File: src/rtl/hwag_cap_sync.sv
// Crank capture front end: synchronise, glitch-filter and edge-select the VR input, then time teeth and lock onto the 60-2 gap.
// Optional saturating error counter is built only when HWAG_CAP_ERR_CNT_EN is defined.
module hwag_cap_sync #(
  parameter int CNT_W   = 24,
  parameter int TOOTH_W = 8,
  parameter int FILT_W  = 4
) (
  input  logic               clk,
  input  logic               rst,
  input  logic               cap_in,
  input  logic [FILT_W-1:0]  filt_len,
  input  logic               edge_sel,
  input  logic [CNT_W-1:0]   min_cap,
  input  logic [CNT_W-1:0]   max_cap,
  input  logic [TOOTH_W-1:0] teeth_last,
  output logic               cap_out,
  output logic               tooth_stb,
  output logic               gap_stb,
  output logic [TOOTH_W-1:0] tooth_idx,
  output logic [CNT_W-1:0]   tooth_period,
  output logic               sync,
  output logic               err_stb,
  output logic [1:0]         err_code,
  output logic [7:0]         err_cnt
);

  // state    | meaning
  // ST_IDLE  | no reference edge yet (after reset or stall)
  // ST_FIRST | one edge seen, waiting for first period
  // ST_HUNT  | measuring teeth, looking for the gap
  // ST_LOCK  | wheel position locked, counting teeth
  typedef enum logic [1:0] {ST_IDLE, ST_FIRST, ST_HUNT, ST_LOCK} state_t;

  state_t             state_q, state_d;
  logic               sync1_q, sync2_q;
  logic [FILT_W-1:0]  filt_cnt_q, filt_cnt_d;
  logic [FILT_W:0]    filt_nxt;
  logic               cap_q, cap_d, cap_dly_q;
  logic [CNT_W-1:0]   cnt_q, cnt_d, prev_q, prev_d, period_q, period_d;
  logic [CNT_W:0]     gap_thr;
  logic [TOOTH_W-1:0] idx_q, idx_d;
  logic               tooth_stb_q, tooth_stb_d, gap_stb_q, gap_stb_d;
  logic               sync_q, sync_d, err_stb_q, err_stb_d;
  logic [1:0]         err_code_q, err_code_d;
  logic               edge_c, stall, is_gap, is_short;

  always_comb begin
    filt_cnt_d = '0;
    cap_d      = cap_q;
    filt_nxt   = {1'b0, filt_cnt_q} + 1'b1;
    if (sync2_q != cap_q) begin
      if (filt_nxt >= {1'b0, filt_len}) cap_d = sync2_q;
      else                              filt_cnt_d = filt_nxt[FILT_W-1:0];
    end
  end

  assign edge_c   = edge_sel ? (~cap_q & cap_dly_q) : (cap_q & ~cap_dly_q);
  assign stall    = (state_q != ST_IDLE) && (cnt_q >= max_cap);
  assign gap_thr  = {1'b0, prev_q} + {1'b0, (prev_q >> 1)};
  assign is_gap   = {1'b0, cnt_q} > gap_thr;
  assign is_short = cnt_q < min_cap;

  always_comb begin
    state_d     = state_q;
    cnt_d       = (cnt_q == '1) ? cnt_q : cnt_q + 1'b1;
    prev_d      = prev_q;
    period_d    = period_q;
    idx_d       = idx_q;
    tooth_stb_d = 1'b0;
    gap_stb_d   = 1'b0;
    sync_d      = sync_q;
    err_stb_d   = 1'b0;
    err_code_d  = err_code_q;
    if (stall) begin
      err_stb_d  = 1'b1;
      err_code_d = 2'd2;
      sync_d     = 1'b0;
      state_d    = ST_IDLE;
    end else if (edge_c) begin
      // The counter is meaningless before the first reference edge, so IDLE takes any edge.
      if (state_q == ST_IDLE) begin
        cnt_d   = CNT_W'(1);
        state_d = ST_FIRST;
      end else if (is_short) begin
        err_stb_d  = 1'b1;
        err_code_d = 2'd1;
      end else begin
        cnt_d = CNT_W'(1);
        case (state_q)
          ST_FIRST: begin
            prev_d      = cnt_q;
            period_d    = cnt_q;
            idx_d       = '0;
            tooth_stb_d = 1'b1;
            state_d     = ST_HUNT;
          end
          ST_HUNT: begin
            period_d    = cnt_q;
            idx_d       = '0;
            tooth_stb_d = 1'b1;
            if (is_gap) begin
              gap_stb_d = 1'b1;
              sync_d    = 1'b1;
              state_d   = ST_LOCK;
            end else begin
              prev_d = cnt_q;
            end
          end
          ST_LOCK: begin
            if (is_gap && idx_q == teeth_last) begin
              period_d    = cnt_q;
              idx_d       = '0;
              tooth_stb_d = 1'b1;
              gap_stb_d   = 1'b1;
            end else if (is_gap || idx_q == teeth_last) begin
              // Early gap or missing gap: tooth count disagrees with the wheel.
              err_stb_d  = 1'b1;
              err_code_d = 2'd3;
              sync_d     = 1'b0;
              state_d    = ST_HUNT;
              if (!is_gap) prev_d = cnt_q;
            end else begin
              prev_d      = cnt_q;
              period_d    = cnt_q;
              idx_d       = idx_q + 1'b1;
              tooth_stb_d = 1'b1;
            end
          end
          default: state_d = ST_IDLE;
        endcase
      end
    end
  end

  always_ff @(posedge clk or posedge rst) begin
    if (rst) begin
      state_q     <= ST_IDLE;
      sync1_q     <= 1'b0;
      sync2_q     <= 1'b0;
      filt_cnt_q  <= '0;
      cap_q       <= 1'b0;
      cap_dly_q   <= 1'b0;
      cnt_q       <= '0;
      prev_q      <= '0;
      period_q    <= '0;
      idx_q       <= '0;
      tooth_stb_q <= 1'b0;
      gap_stb_q   <= 1'b0;
      sync_q      <= 1'b0;
      err_stb_q   <= 1'b0;
      err_code_q  <= 2'd0;
    end else begin
      state_q     <= state_d;
      sync1_q     <= cap_in;
      sync2_q     <= sync1_q;
      filt_cnt_q  <= filt_cnt_d;
      cap_q       <= cap_d;
      cap_dly_q   <= cap_q;
      cnt_q       <= cnt_d;
      prev_q      <= prev_d;
      period_q    <= period_d;
      idx_q       <= idx_d;
      tooth_stb_q <= tooth_stb_d;
      gap_stb_q   <= gap_stb_d;
      sync_q      <= sync_d;
      err_stb_q   <= err_stb_d;
      err_code_q  <= err_code_d;
    end
  end

`ifdef HWAG_CAP_ERR_CNT_EN
  logic [7:0] err_cnt_q, err_cnt_d;

  always_comb begin
    err_cnt_d = err_cnt_q;
    if (err_stb_d && err_cnt_q != 8'hFF) err_cnt_d = err_cnt_q + 1'b1;
  end

  always_ff @(posedge clk or posedge rst) begin
    if (rst) err_cnt_q <= 8'h00;
    else     err_cnt_q <= err_cnt_d;
  end

  assign err_cnt = err_cnt_q;
`else
  assign err_cnt = 8'h00;
`endif

  assign cap_out      = cap_q;
  assign tooth_stb    = tooth_stb_q;
  assign gap_stb      = gap_stb_q;
  assign tooth_idx    = idx_q;
  assign tooth_period = period_q;
  assign sync         = sync_q;
  assign err_stb      = err_stb_q;
  assign err_code     = err_code_q;

endmodule
File: config.mk
export PLATFORM = sky130hd
export DESIGN_NAME = hwag_cap_sync
export DESIGN_NICKNAME = d
export VERILOG_FILES = /design/src/rtl/hwag_cap_sync.sv
export SDC_FILE = /design/constraint.sdc
export NUM_CORES = 1
export LEC_CHECK = 0
export ABC_AREA = 1
export BUFFER_PORTS_ARGS = -buffer_cell sky130_fd_sc_hd__buf_4
export CAP_MARGIN = 5
export CORE_ASPECT_RATIO = 0.9
export CORE_MARGIN = 2
export CORE_UTILIZATION = 45
export CTS_CLUSTER_DIAMETER = 40
export DETAILED_ROUTE_END_ITERATION = 10
export PLACE_DENSITY = 0.65
export SYNTH_ARGS = -nofsm -noshare
export SYNTH_HDL_FRONTEND = slang
export SYNTH_SLANG_ARGS = --single-unit
File: constraint.sdc
create_clock -name clk -period 5 [get_ports clk]
set_input_delay 1.25 -clock clk [delete_from_list [all_inputs] [get_ports clk]]
set_output_delay 1.25 -clock clk [all_outputs]
set_load 0.005 [all_outputs]
Word-level counts from Yosys, hierarchy flattened. Index checks and enable logic that the tools add are counted.

Bits in read-only memories: 0. Memories kept: 0. Flip-flop bits (word level): 96. Bits in latches: 0. Bits in writable memories: 0. Word-level logic and storage cells: 128.

Reductions and logical operators: 18. Divide/modulo/power cells: 0. Eq/ne operators: 18. Multiplexer cells: 62. $lt $le $gt $ge: 4. Shift-type cells: 0. Bitwise operators: 7. Add/sub/neg operators: 4. $mul: 0.

Operators by type and width (count): two-way mux 24 bit (10); case mux 24 bit (3 select lines) (1); case mux 24 bit (2 select lines) (1); two-way mux 2 bit (14); two-way mux 1 bit (27); adder 24 x 23 -> 25 bit (1); greater-than comparator 24 x 25 -> 1 bit (1); adder 24 x 1 -> 24 bit, second input constant (1); equality test 24 bit, second input constant (1); >= comparator 24 bit (1); < comparator 24 bit (1); two-way mux 8 bit (2); case mux 8 bit (2 select lines) (1); inequality test 3 bit, second input constant (5); inequality test 4 bit, second input constant (3); AND reduction 6 bit (2); nonzero test 3 bit (4); AND reduction 5 bit (2); adder 8 x 1 -> 8 bit, second input constant (1); equality test 8 bit (1); two-way mux 4 bit (2); AND reduction 7 bit (1); inequality test 2 bit, second input constant (3); case mux 1 bit (2 select lines) (3); other kinds (15) (24).

Logic depth before layout (Yosys ltp). Gate-level depths: netlist of the first run.

Word-level depth: 10. Depth in mapped cells: 30. Gate-level depth less buffers: 30.

Least setup slack after synthesis of the first run. Ideal clock, no wire load.

Path type: register to register. From: register prev_q[1]. To: register err_code_q[1] (netlist: err_code[1]). Cell stages (with the launch flop): 28. Path buffers: 0. Period minus slack after synthesis: 3.986 ns. Slack: 1.014 ns. Arrival: 3.903 ns. Cells stage by stage: dfrtp_1 -> ha_1 -> fa_1 -> nand3_1 -> nand2_2 -> nand2_2 -> nand2_2 -> a21oi_1 -> o21ai_0 -> a21boi_0 -> xor2_1 -> ha_1 -> a21oi_1 -> o21ai_0 -> a21oi_1 -> nand2_1 -> nand2_1 -> nand2_1 -> nand3_1 -> nand2_1 -> nand2_4 -> inv_4 -> ha_1 -> nor2_1 -> inv_1 -> o21ai_0 -> a21oi_1 -> o21ai_0.

Cells in the longest elaborated chain, start to end: 5. Elaborated cells between the ends (all ways): 7. Those cells by class: 1 x add/sub; 1 x order compare; 1 x eq/ne; 4 x reduce/logical.

RTL lines: start: declaration (line 39) `logic [CNT_W-1:0] cnt_q, cnt_d, prev_q, prev_d, period_q, period_d;`; start signal: assignment (line 160) `prev_q <= prev_d;`; adder 24 x 23 -> 25 bit * (line 59) `assign gap_thr = {1'b0, prev_q} + {1'b0, (prev_q >> 1)};`; greater-than comparator 24 x 25 -> 1 bit * (line 60) `assign is_gap = {1'b0, cnt_q} > gap_thr;`; logical AND 1 bit or logical OR 1 bit (tied branches) (line 110, 115); inequality test 3 bit (no source line) or nonzero test 3 bit (tied branches); AND reduction 5 bit (no source line) *; end signal: assignment (line 167) `err_code_q <= err_code_d;`; end: declaration (line 44) `logic [1:0] err_code_q, err_code_d;`.

Every way passes the cells marked *; elsewhere a longest branch is shown, timed or not. A chain may end at the register's enable or synchronous reset.

Final worst setup path of the first run.
From: register prev_q[5]. To: register prev_q[10].

Cells in the longest elaborated chain, start to end: 6. Elaborated cells between the ends (all ways): 10. Those cells by class: 1 x add/sub; 1 x order compare; 1 x eq/ne; 4 x mux; 3 x reduce/logical.

RTL lines: adder 24 x 23 -> 25 bit * (line 59); greater-than comparator 24 x 25 -> 1 bit * (line 60); two-way mux 24 bit or logical OR 1 bit (tied branches); two-way mux 24 bit (line 115) `end else if (is_gap || idx_q == teeth_last) begin`; two-way mux 24 bit (line 110) `if (is_gap && idx_q == teeth_last) begin`; case mux 24 bit (3 select lines) (line 89) `case (state_q)`.

Every way passes the cells marked *; elsewhere a longest branch is shown, timed or not. The select of a mux whose other input is x is not followed.

==> results.toml, run 1 <==
[setup_path]
cp_top_family = "simple AND/OR/NAND/NOR gates"
crit_type = "register to register"
critPathBufInv = 2
regToRegSetupSlack_ns = 0.40
slowest_stage = "dfrtp_1"
cp.depth = 23
crit_fanout = 24
crit_path_end_kind = "register"
arrival_ns = 4.85
crit_top_cell = "nand2_1"
cp-start-kind = "register"
path_cells = "ha_1 -> nand2_1 -> o21ai_0 -> a21oi_1 -> o21ai_1 -> inv_1 -> o21ai_0 -> a21oi_1 -> xor2_1 -> ha_1 -> nand2_1 -> nor3_1 -> and3_1 -> nand3_1 -> nand2_4 -> inv_4 -> ha_1 -> nand2_1 -> nand2_1 -> nor2_8 -> nand2_4 -> nand2_1 -> nand2_1"
max_stage_delay_ns = 0.40
crit_required_ns = 5.25
r2r_cells = 23

[pwr]
internal-power_mw = 2.102
p_seq_frac = 0.313
swShare = 0.4448
p_switching_mw = 1.684
leakagePower_nw = 4.778
peakVddDrop_mv = 0.2807
comb_power_share = 0.509
power.density_nw_per_um2 = 422.2
clkPwrFrac = 0.178

[clock_network]
htreeDepth = 3
cts_tree = "done"
cts_buffers = 9
clk_pin_slew_ns = 0.07
root_buffer = "clkbuf_16"
worst_skew_pair.late_latency_ns = 0.36
cts_sinks = 96
clock_path_buffers = 2

[placed_design]
dp_hpwl_um = 14820
io_buffers = 102
gp_congestion = 0.9446
place_area_um2 = 8687
pre_cts_slack_ns = 0.3478

[routing]
first_iter_violations = 457
avgRoutedWirePerCell_um = 14.44
drtAntennaViolNets = 0
remaining_drc_errors = 0
wirelength_um = 19370
via_per_inst = 5.051
num_vias = 6774
drtPass1Iterations = 4

[hold_path]
hp-class = "register to register"
hold_depth = 0

[sta]
finClkSkew_ns = 0.01033
fin_crit_ns = 4.597
hold_viol_final = 0
worstMarginPinSlew_ns = 0.9294
setup_slack_ns = 0.4026
slew_headroom = 0.3804
post-route-period-util = 0.9195
fmax_mhz = 217.5
timing.hold.ws_ns = 0.3512
tns_ns = 0
slew_viol_final = 0
setup_viol = 0
rsz0062_at_grt = "false"

[floorplanning]
die_w_um = 142.2
rows = 45
die_h_um = 128.4
start_util = 0.4593
dieArea_um2 = 18250
core_area_um2 = 16830
io_pins = 111

[synthesis]
yosysWarnings = 0
synth.distinct_cells = 50
synth_seq_cells = 96
synth_top_flop_cell = "dfrtp_1"
async_flop_share = 1.000
syn-instance-count = 1023
syn_area_um2 = 7732
synth.yosys.seq_area_share = 0.3107
synth_edf_count = 0
syn_area_per_cell_um2 = 7.559

[global_route]
grt_overflow = 0
track_usage = 0.2207
grt_pass1_vias = 6364
antenna_found_initial = 0
grt_max_degree = 75
grt_pass1_wl_um = 31910

[cells_and_area]
finalNetCount = 1299
insertedDiodeCount = 0
drive_above_1_share = 0.1407
area_delta_synth_final_pct = 16.00
fin_area_um2 = 8970

[job]
drv_cap = 0

[status]
status = "complete, no violations"
-- power groups by stage --
| stage | combinational, mW | clock, mW | sequential (mW) |
|---|---|---|---|
| after global placement | 1.89 | 0 | 1.20 |
| after global routing | 2.22 | 0.722 | 1.21 |
| after floorplan | 1.40 | 0 | 1.14 |
| final | 1.93 | 0.675 | 1.18 |
| after CTS | 1.92 | 0.694 | 1.18 |
| after detailed placement | 1.91 | 0 | 1.19 |
-- logic make-up after synthesis --
logic type,count (synthesis),synth area share
xor+xnor,46,0.05210
compound gates,151,0.1061
other cells,1,0.0004850
simple gates,463,0.2668
fa+ha+maj,110,0.1790
flops,96,0.3107
buf+inv,156,0.08479
-- metrics by stage --
step	instances	power, mW	util
after floorplan	1030	2.545	-
after global placement	1325	3.088	0.5160
after detailed placement	1325	3.109	0.5160
after CTS	1341	3.801	0.5328
after global routing	1341	4.151	0.5328
final	1341	3.787	0.5328
-- routing by layer --
metal  GRT usage  wire length [µm]  vias up
li1            -                 -     3536
met1      0.3171              9730     3037
met2      0.3447              8347      177
met3     0.03573               943       24
met4     0.06412               348        0
met5           0                 0        -
-- placed cells by master (no fill, tap or decap), types with 3 or more instances in the layout --
| cell type | instances |
|---|---|
| nand3_1 | 65 |
| nor4_1 | 4 |
| dfrtp_1 | 96 |
| clkbuf_16 | 9 |
| o21a_1 | 5 |
| nand4_1 | 8 |
| nand2_1 | 248 |
| a21o_1 | 3 |
| clkinvlp_4 | 3 |
| o21ai_0 | 44 |
| nor3_1 | 17 |
| nor3b_1 | 4 |
| inv_1 | 128 |
| o211ai_1 | 3 |
| nor2_2 | 6 |
| inv_2 | 3 |
| xnor2_1 | 17 |
| ha_1 | 109 |
| nand2_2 | 8 |
| buf_4 | 106 |
| nor2_1 | 82 |
| a31oi_1 | 4 |
| nand2_4 | 3 |
| conb_1 | 8 |
| nand3b_1 | 3 |
| a21oi_1 | 66 |
| xor2_1 | 29 |
| and3_1 | 3 |
| o21ai_1 | 17 |
-- final timing paths --
| check | from | to |
|---|---|---|
| setup reg to reg | prev_q[5] | prev_q[10] |
| hold / removal | sync1_q | sync2_q |
| min in group asynchronous | rst | tooth_period[18] |
| setup / recovery | prev_q[5] | prev_q[10] |
| hold reg to reg | sync1_q | sync2_q |
| max in group asynchronous | rst | gap_stb |
-- Yosys cell counts (all sizes together), types with 2 or more instances --
cell    instances  area, µm²
nand2         259       1015
inv           133      501.7
ha            109       1364
dfrtp          96       2402
nor2           89      365.4
a21oi          67      339.1
nand3          67      345.3
o21ai          61      305.3
xor2           29      254.0
buf            20      140.1
nor3           18      95.09
xnor2          17      148.9
nand4           9      62.56
nor4            6      58.80
o21a            5      37.54
a31oi           4      25.02
nand3b          4      42.54
nor3b           4      30.03
a21o            3      22.52
and3            3      18.77
clkbuf          3      13.76
o211ai          3      22.52
o21bai          3      26.27
or2             3      21.27
a21boi          2      15.01
-- state kept, by name (all words and copies together), names as in the netlist --
name	flops
cap_dly_q	1
gap_stb	1
err_stb	1
err_code	2
tooth_idx	8
filt_cnt_q	4
sync	1
cnt_q	24
tooth_stb	1
state_q	2
sync1_q	1
sync2_q	1
prev_q	24
cap_out	1
tooth_period	24
-- cell type report --
class | count | area, µm²
clock inverter | 6 | 53.80
timing repair buffer | 107 | 815.8
fill | 1639 | 7865
tap | 211 | 264.0
inverter | 133 | 504.2
clock buffer | 10 | 229.0
sequential | 96 | 2402
multi-input combinational | 778 | 4701
-- worst reg2reg max path, delay by kind of cell (launching register included) --
family | cells | cell delay (ns)
flops | 1 | 0.40
xor+xnor | 1 | 0.16
buf+inv | 2 | 0.11
simple gates | 12 | 1.85
compound gates | 5 | 1.07
fa+ha+maj | 3 | 0.91
-- timing repair --
action                     4_1_cts  5_1_grt
hold buffers                     0        0
gates resized for setup          0        1
buffers inserted                 0        0
setup endpoints to repair        0       25
No activity file was read; power rests on OpenSTA's default activity.
==> run 2: changes to the inputs <==
--- a/config.mk
+++ b/config.mk
@@ -14,6 +14,7 @@
 export CTS_CLUSTER_DIAMETER = 40
 export DETAILED_ROUTE_END_ITERATION = 10
 export PLACE_DENSITY = 0.65
+export REMOVE_ABC_BUFFERS = 1
 export SYNTH_ARGS = -nofsm -noshare
 export SYNTH_HDL_FRONTEND = slang
 export SYNTH_SLANG_ARGS = --single-unit
==> run 2 against run 1 <==
Flip-flop and latch count did not move. Largest power group unchanged. Largest cell class unchanged. Sequential share of layout area fell by 0.19 points. Core utilization grew 0.38 points. Highest routed layer unchanged. Global-route usage decreased by 0.62 points. Combinational power is essentially flat. Non-clock buffer count fell by 1. Clock skew grew 0.0016 ns. Via count barely moved. Clock power rose by 22%. Power is 4.0% higher. Wire length is 2.4% lower. Clock-buffer cell count shrank 1.
==> results.toml, run 2 (synthesized netlist as in run 1, its figures left out) <==
[status]
status = "complete, no violations"

[sta]
finClkSkew_ns = 0.01193
slew_headroom = 0.3645
rsz0062_at_grt = "false"
setup_slack_ns = 0.4227
hold_viol_final = 0
slew_viol_final = 0
tns_ns = 0
fin_crit_ns = 4.577
fmax_mhz = 218.5
post-route-period-util = 0.9155
setup_viol = 0
worstMarginPinSlew_ns = 0.9533

[routing]
num_vias = 6768
wirelength_um = 18900
drtPass1Iterations = 5
first_iter_violations = 361
avgRoutedWirePerCell_um = 14.10
via_per_inst = 5.051
drtAntennaViolNets = 0
remaining_drc_errors = 0

[setup_path]
slowest_stage = "dfrtp_1"
crit_required_ns = 5.30
arrival_ns = 4.87
crit_type = "register to register"
crit_top_cell = "nand2_1"
r2r_cells = 28
crit_path_end_kind = "register"
crit_fanout = 15
max_stage_delay_ns = 0.43
cp-start-kind = "register"

[cells_and_area]
area_delta_synth_final_pct = 16.83
final_common_cell = "nand2_1"
insertedDiodeCount = 0
mostFrequentLayoutCells = "nand2_1, inv_1, ha_1"
finalNetCount = 1298
stdcell_count = 1340
drive_above_1_share = 0.1417

[floorplanning]
start_util = 0.4593
io_pins = 111
die_w_um = 142.2
dieArea_um2 = 18250
die_h_um = 128.4
core_area_um2 = 16830
rows = 45

[global_route]
grt_pass1_wl_um = 31240
antenna_found_initial = 0
grt_pass1_vias = 6403
grt_max_degree = 78
grt_overflow = 0
track_usage = 0.2144

[clock_network]
htreeDepth = 3
root_buffer = "clkbuf_16"
clk_pin_slew_ns = 0.08
clock_path_buffers = 2
cts.repair.resized = 0
postCtsSetupRepairBufs = 0
cts_buffers = 9
cts_tree = "done"
postCtsHoldBufs = 0
cts_sinks = 96
worst_skew_pair.late_latency_ns = 0.35

[placed_design]
placed_cells = 1324
pre_cts_slack_ns = 0.4438
gp_congestion = 0.9638
dp_hpwl_um = 14810
io_buffers = 102

[job]
drv_cap = 0

[pwr]
leakagePower_nw = 4.813
power.density_nw_per_um2 = 435.9
peakVddDrop_mv = 0.2253

[hold_path]
hp-class = "register to register"
hold_depth = 0
## run 2: per-stage QoR
| step | utilization | area [µm²] | hold slack [ns] | power (mW) |
|---|---|---|---|---|
| final | 0.5366 | 9034 | 0.3510 | 3.937 |
| after detailed placement | 0.5156 | 8680 | 0.3370 | 3.114 |
| after global placement | 0.5156 | 8680 | 0.3332 | 3.111 |
| after CTS | 0.5365 | 9031 | 0.3528 | 3.954 |
| after global routing | 0.5366 | 9034 | 0.3590 | 4.297 |
| after floorplan | - | 7605 | 0.3312 | 2.518 |
## run 2: layer usage
layer,vias up,GRT usage,routed length (µm)
met5,-,0,0
met4,0,0.05353,297
met3,16,0.02903,554
met2,97,0.3484,8603
met1,3113,0.3046,9442
li1,3542,-,-
## run 2: final timing paths
path	from	endpoint	slack, ns
setup / recovery	prev_q[1]	prev_q[4]	0.42
hold / removal	sync1_q	sync2_q	0.35
setup reg to reg	prev_q[1]	prev_q[4]	0.42
hold reg to reg	sync1_q	sync2_q	0.35
max in group asynchronous	rst	prev_q[15]	3.05
min in group asynchronous	rst	sync2_q	1.10
## run 2: final cells by class
type	count	area, µm²
inverters	133	504.2
multi-input cells	778	4703
clock inverters	7	126.4
clock buffers	9	225.2
flip-flops and latches	96	2402
fillers	1633	7801
repair buffers	106	808.3
well taps	211	264.0
## run 2: worst max-delay path, delay by kind of cell, from the launching register on
family / cells / cell delay, ns
AO/OA/AOI/OAI: 6 / 0.95
XOR/XNOR: 1 / 0.22
buffers and inverters: 2 / 0.31
flip-flops: 1 / 0.43
AND/OR/NAND/NOR: 15 / 1.42
adder cells (fa/ha/maj): 4 / 1.18
## run 2: where the power goes
part	internal, mW	switching, mW
Clock	0.496	0.329
Sequential	0.974	0.209
Combinational	0.776	1.15
==> run 3: changes to the inputs <==
--- a/config.mk
+++ b/config.mk
@@ -7,12 +7,13 @@
 export LEC_CHECK = 0
 export ABC_AREA = 1
 export BUFFER_PORTS_ARGS = -buffer_cell sky130_fd_sc_hd__buf_4
-export CAP_MARGIN = 5
+export CAP_MARGIN = 15
 export CORE_ASPECT_RATIO = 0.9
 export CORE_MARGIN = 2
 export CORE_UTILIZATION = 45
 export CTS_CLUSTER_DIAMETER = 40
 export DETAILED_ROUTE_END_ITERATION = 10
+export MAX_ROUTING_LAYER = met4
 export PLACE_DENSITY = 0.65
 export REMOVE_ABC_BUFFERS = 1
 export SYNTH_ARGS = -nofsm -noshare
==> run 3 against run 2 <==
Worst setup slack improved by 0.014 ns. Register-to-register slack about the same. Clock skew decreased by 0.00089 ns. Power about the same. Global-route usage increased by 0.67 points. Sequential share of layout area unchanged. Via count decreased by 0.37%. Non-clock buffer count unchanged. Hold slack about the same. Critical endpoint unchanged. Largest cell class unchanged. Largest power group unchanged.
==> results.toml, run 3 (synthesized netlist as in run 1, its figures left out) <==
[pwr]
comb_power_share = 0.490
leakagePower_nw = 4.813
clkPwrFrac = 0.210
p_switching_mw = 1.692
power.density_nw_per_um2 = 435.9
internal-power_mw = 2.245
p_seq_frac = 0.300
peakVddDrop_mv = 0.2248
swShare = 0.4298

[sta]
slew_headroom = 0.3657
hold_viol_final = 0
fin_crit_ns = 4.563
worstMarginPinSlew_ns = 0.9514
setup_viol = 0
fmax_mhz = 219.1
post-route-period-util = 0.9127
slew_viol_final = 0
timing.hold.ws_ns = 0.3510
rsz0062_at_grt = "false"
finClkSkew_ns = 0.01104
tns_ns = 0
setup_slack_ns = 0.4366

[floorplanning]
core_area_um2 = 16830
dieArea_um2 = 18250
io_pins = 111
die_w_um = 142.2
start_util = 0.4593
die_h_um = 128.4
rows = 45

[cells_and_area]
drive_above_1_share = 0.1417
finalNetCount = 1298
area_delta_synth_final_pct = 16.83
mostFrequentLayoutCells = "nand2_1, inv_1, ha_1"
insertedDiodeCount = 0
final_common_cell = "nand2_1"
stdcell_count = 1340

[clock_network]
clock_path_buffers = 2
cts_sinks = 96
postCtsSetupRepairBufs = 0
root_buffer = "clkbuf_16"
worst_skew_pair.late_latency_ns = 0.35
clk_pin_slew_ns = 0.08
htreeDepth = 3
cts_tree = "done"
cts_buffers = 9
postCtsHoldBufs = 0

[global_route]
grt_pass1_wl_um = 31270
track_usage = 0.2212
antenna_found_initial = 0
grt_pass1_vias = 6394
grt_overflow = 0
grt_max_degree = 78

[status]
status = "complete, no violations"

[setup_path]
crit_top_cell = "nand2_1"
cp-start-kind = "register"
critPathBufInv = 2
crit_required_ns = 5.30
arrival_ns = 4.86
cp_top_family = "simple AND/OR/NAND/NOR gates"
slowest_stage = "dfrtp_1"
crit_fanout = 15
crit_path_end_kind = "register"
max_stage_delay_ns = 0.43
crit_type = "register to register"

[routing]
remaining_drc_errors = 0
drtAntennaViolNets = 0
drtPass1Iterations = 4
first_iter_violations = 369
avgRoutedWirePerCell_um = 14.08
wirelength_um = 18860
via_per_inst = 5.032
num_vias = 6743

[placed_design]
pre_cts_slack_ns = 0.4438
dp_hpwl_um = 14810
io_buffers = 102
gp_congestion = 0.9817
placed_cells = 1324

[hold_path]
hp-class = "register to register"

[job]
drv_cap = 0
-- run 3: final cells by class --
type	count	area (µm²)
Clock buffer	9	225.2
Clock inverter	7	126.4
Fill cell	1633	7801
Inverter	133	504.2
Multi-Input combinational cell	778	4703
Sequential cell	96	2402
Tap cell	211	264.0
Timing Repair Buffer	106	808.3
-- run 3: worst paths after layout --
path,to,cells past startpoint,slack (ns),from
worst max-delay path,prev_q[4],28,0.44,prev_q[1]
worst min-delay path,sync2_q,0,0.35,sync1_q
worst max register to register,prev_q[4],28,0.44,prev_q[1]
worst min register to register,sync2_q,0,0.35,sync1_q
max in group asynchronous,prev_q[15],3,3.06,rst
min in group asynchronous,sync2_q,2,1.09,rst
-- run 3: stage by stage --
step                cell area (µm²)  utilization  power (mW)
finish                         9034       0.5366       3.938
global route                   9034       0.5366       4.297
global placement               8680       0.5156       3.111
CTS                            9031       0.5365       3.954
detailed placement             8680       0.5156       3.114
floorplan                      7605            -       2.518
-- run 3: what timing repair did --
item,4_1_cts,5_1_grt
hold endpoints to repair,0,0
resized for setup,0,2
setup endpoints to repair,0,6
-- run 3: layer usage --
layer | up-vias | GRT usage | wire length [µm]
met2 | 96 | 0.3495 | 8591
met4 | 0 | 0.05353 | 300
met3 | 15 | 0.02717 | 506
met5 | - | - | 0
li1 | 3542 | - | -
met1 | 3090 | 0.3048 | 9463
-- run 3: power by group through the flow --
stage	logic [mW]	registers, mW	clock network, mW
2_1_floorplan	1.38	1.14	0
3_3_place_gp	1.91	1.20	0
3_5_place_dp	1.92	1.20	0
4_1_cts	1.93	1.18	0.838
5_1_grt	2.21	1.22	0.873
6_report	1.93	1.18	0.827
-- run 3: worst reg2reg max path: cells and delay by family (launching register included) --
family / cells / cell delay (ns)
buf+inv: 2 / 0.31
flops: 1 / 0.43
simple gates: 15 / 1.42
xor+xnor: 1 / 0.22
fa+ha+maj: 4 / 1.17
compound gates: 6 / 0.95
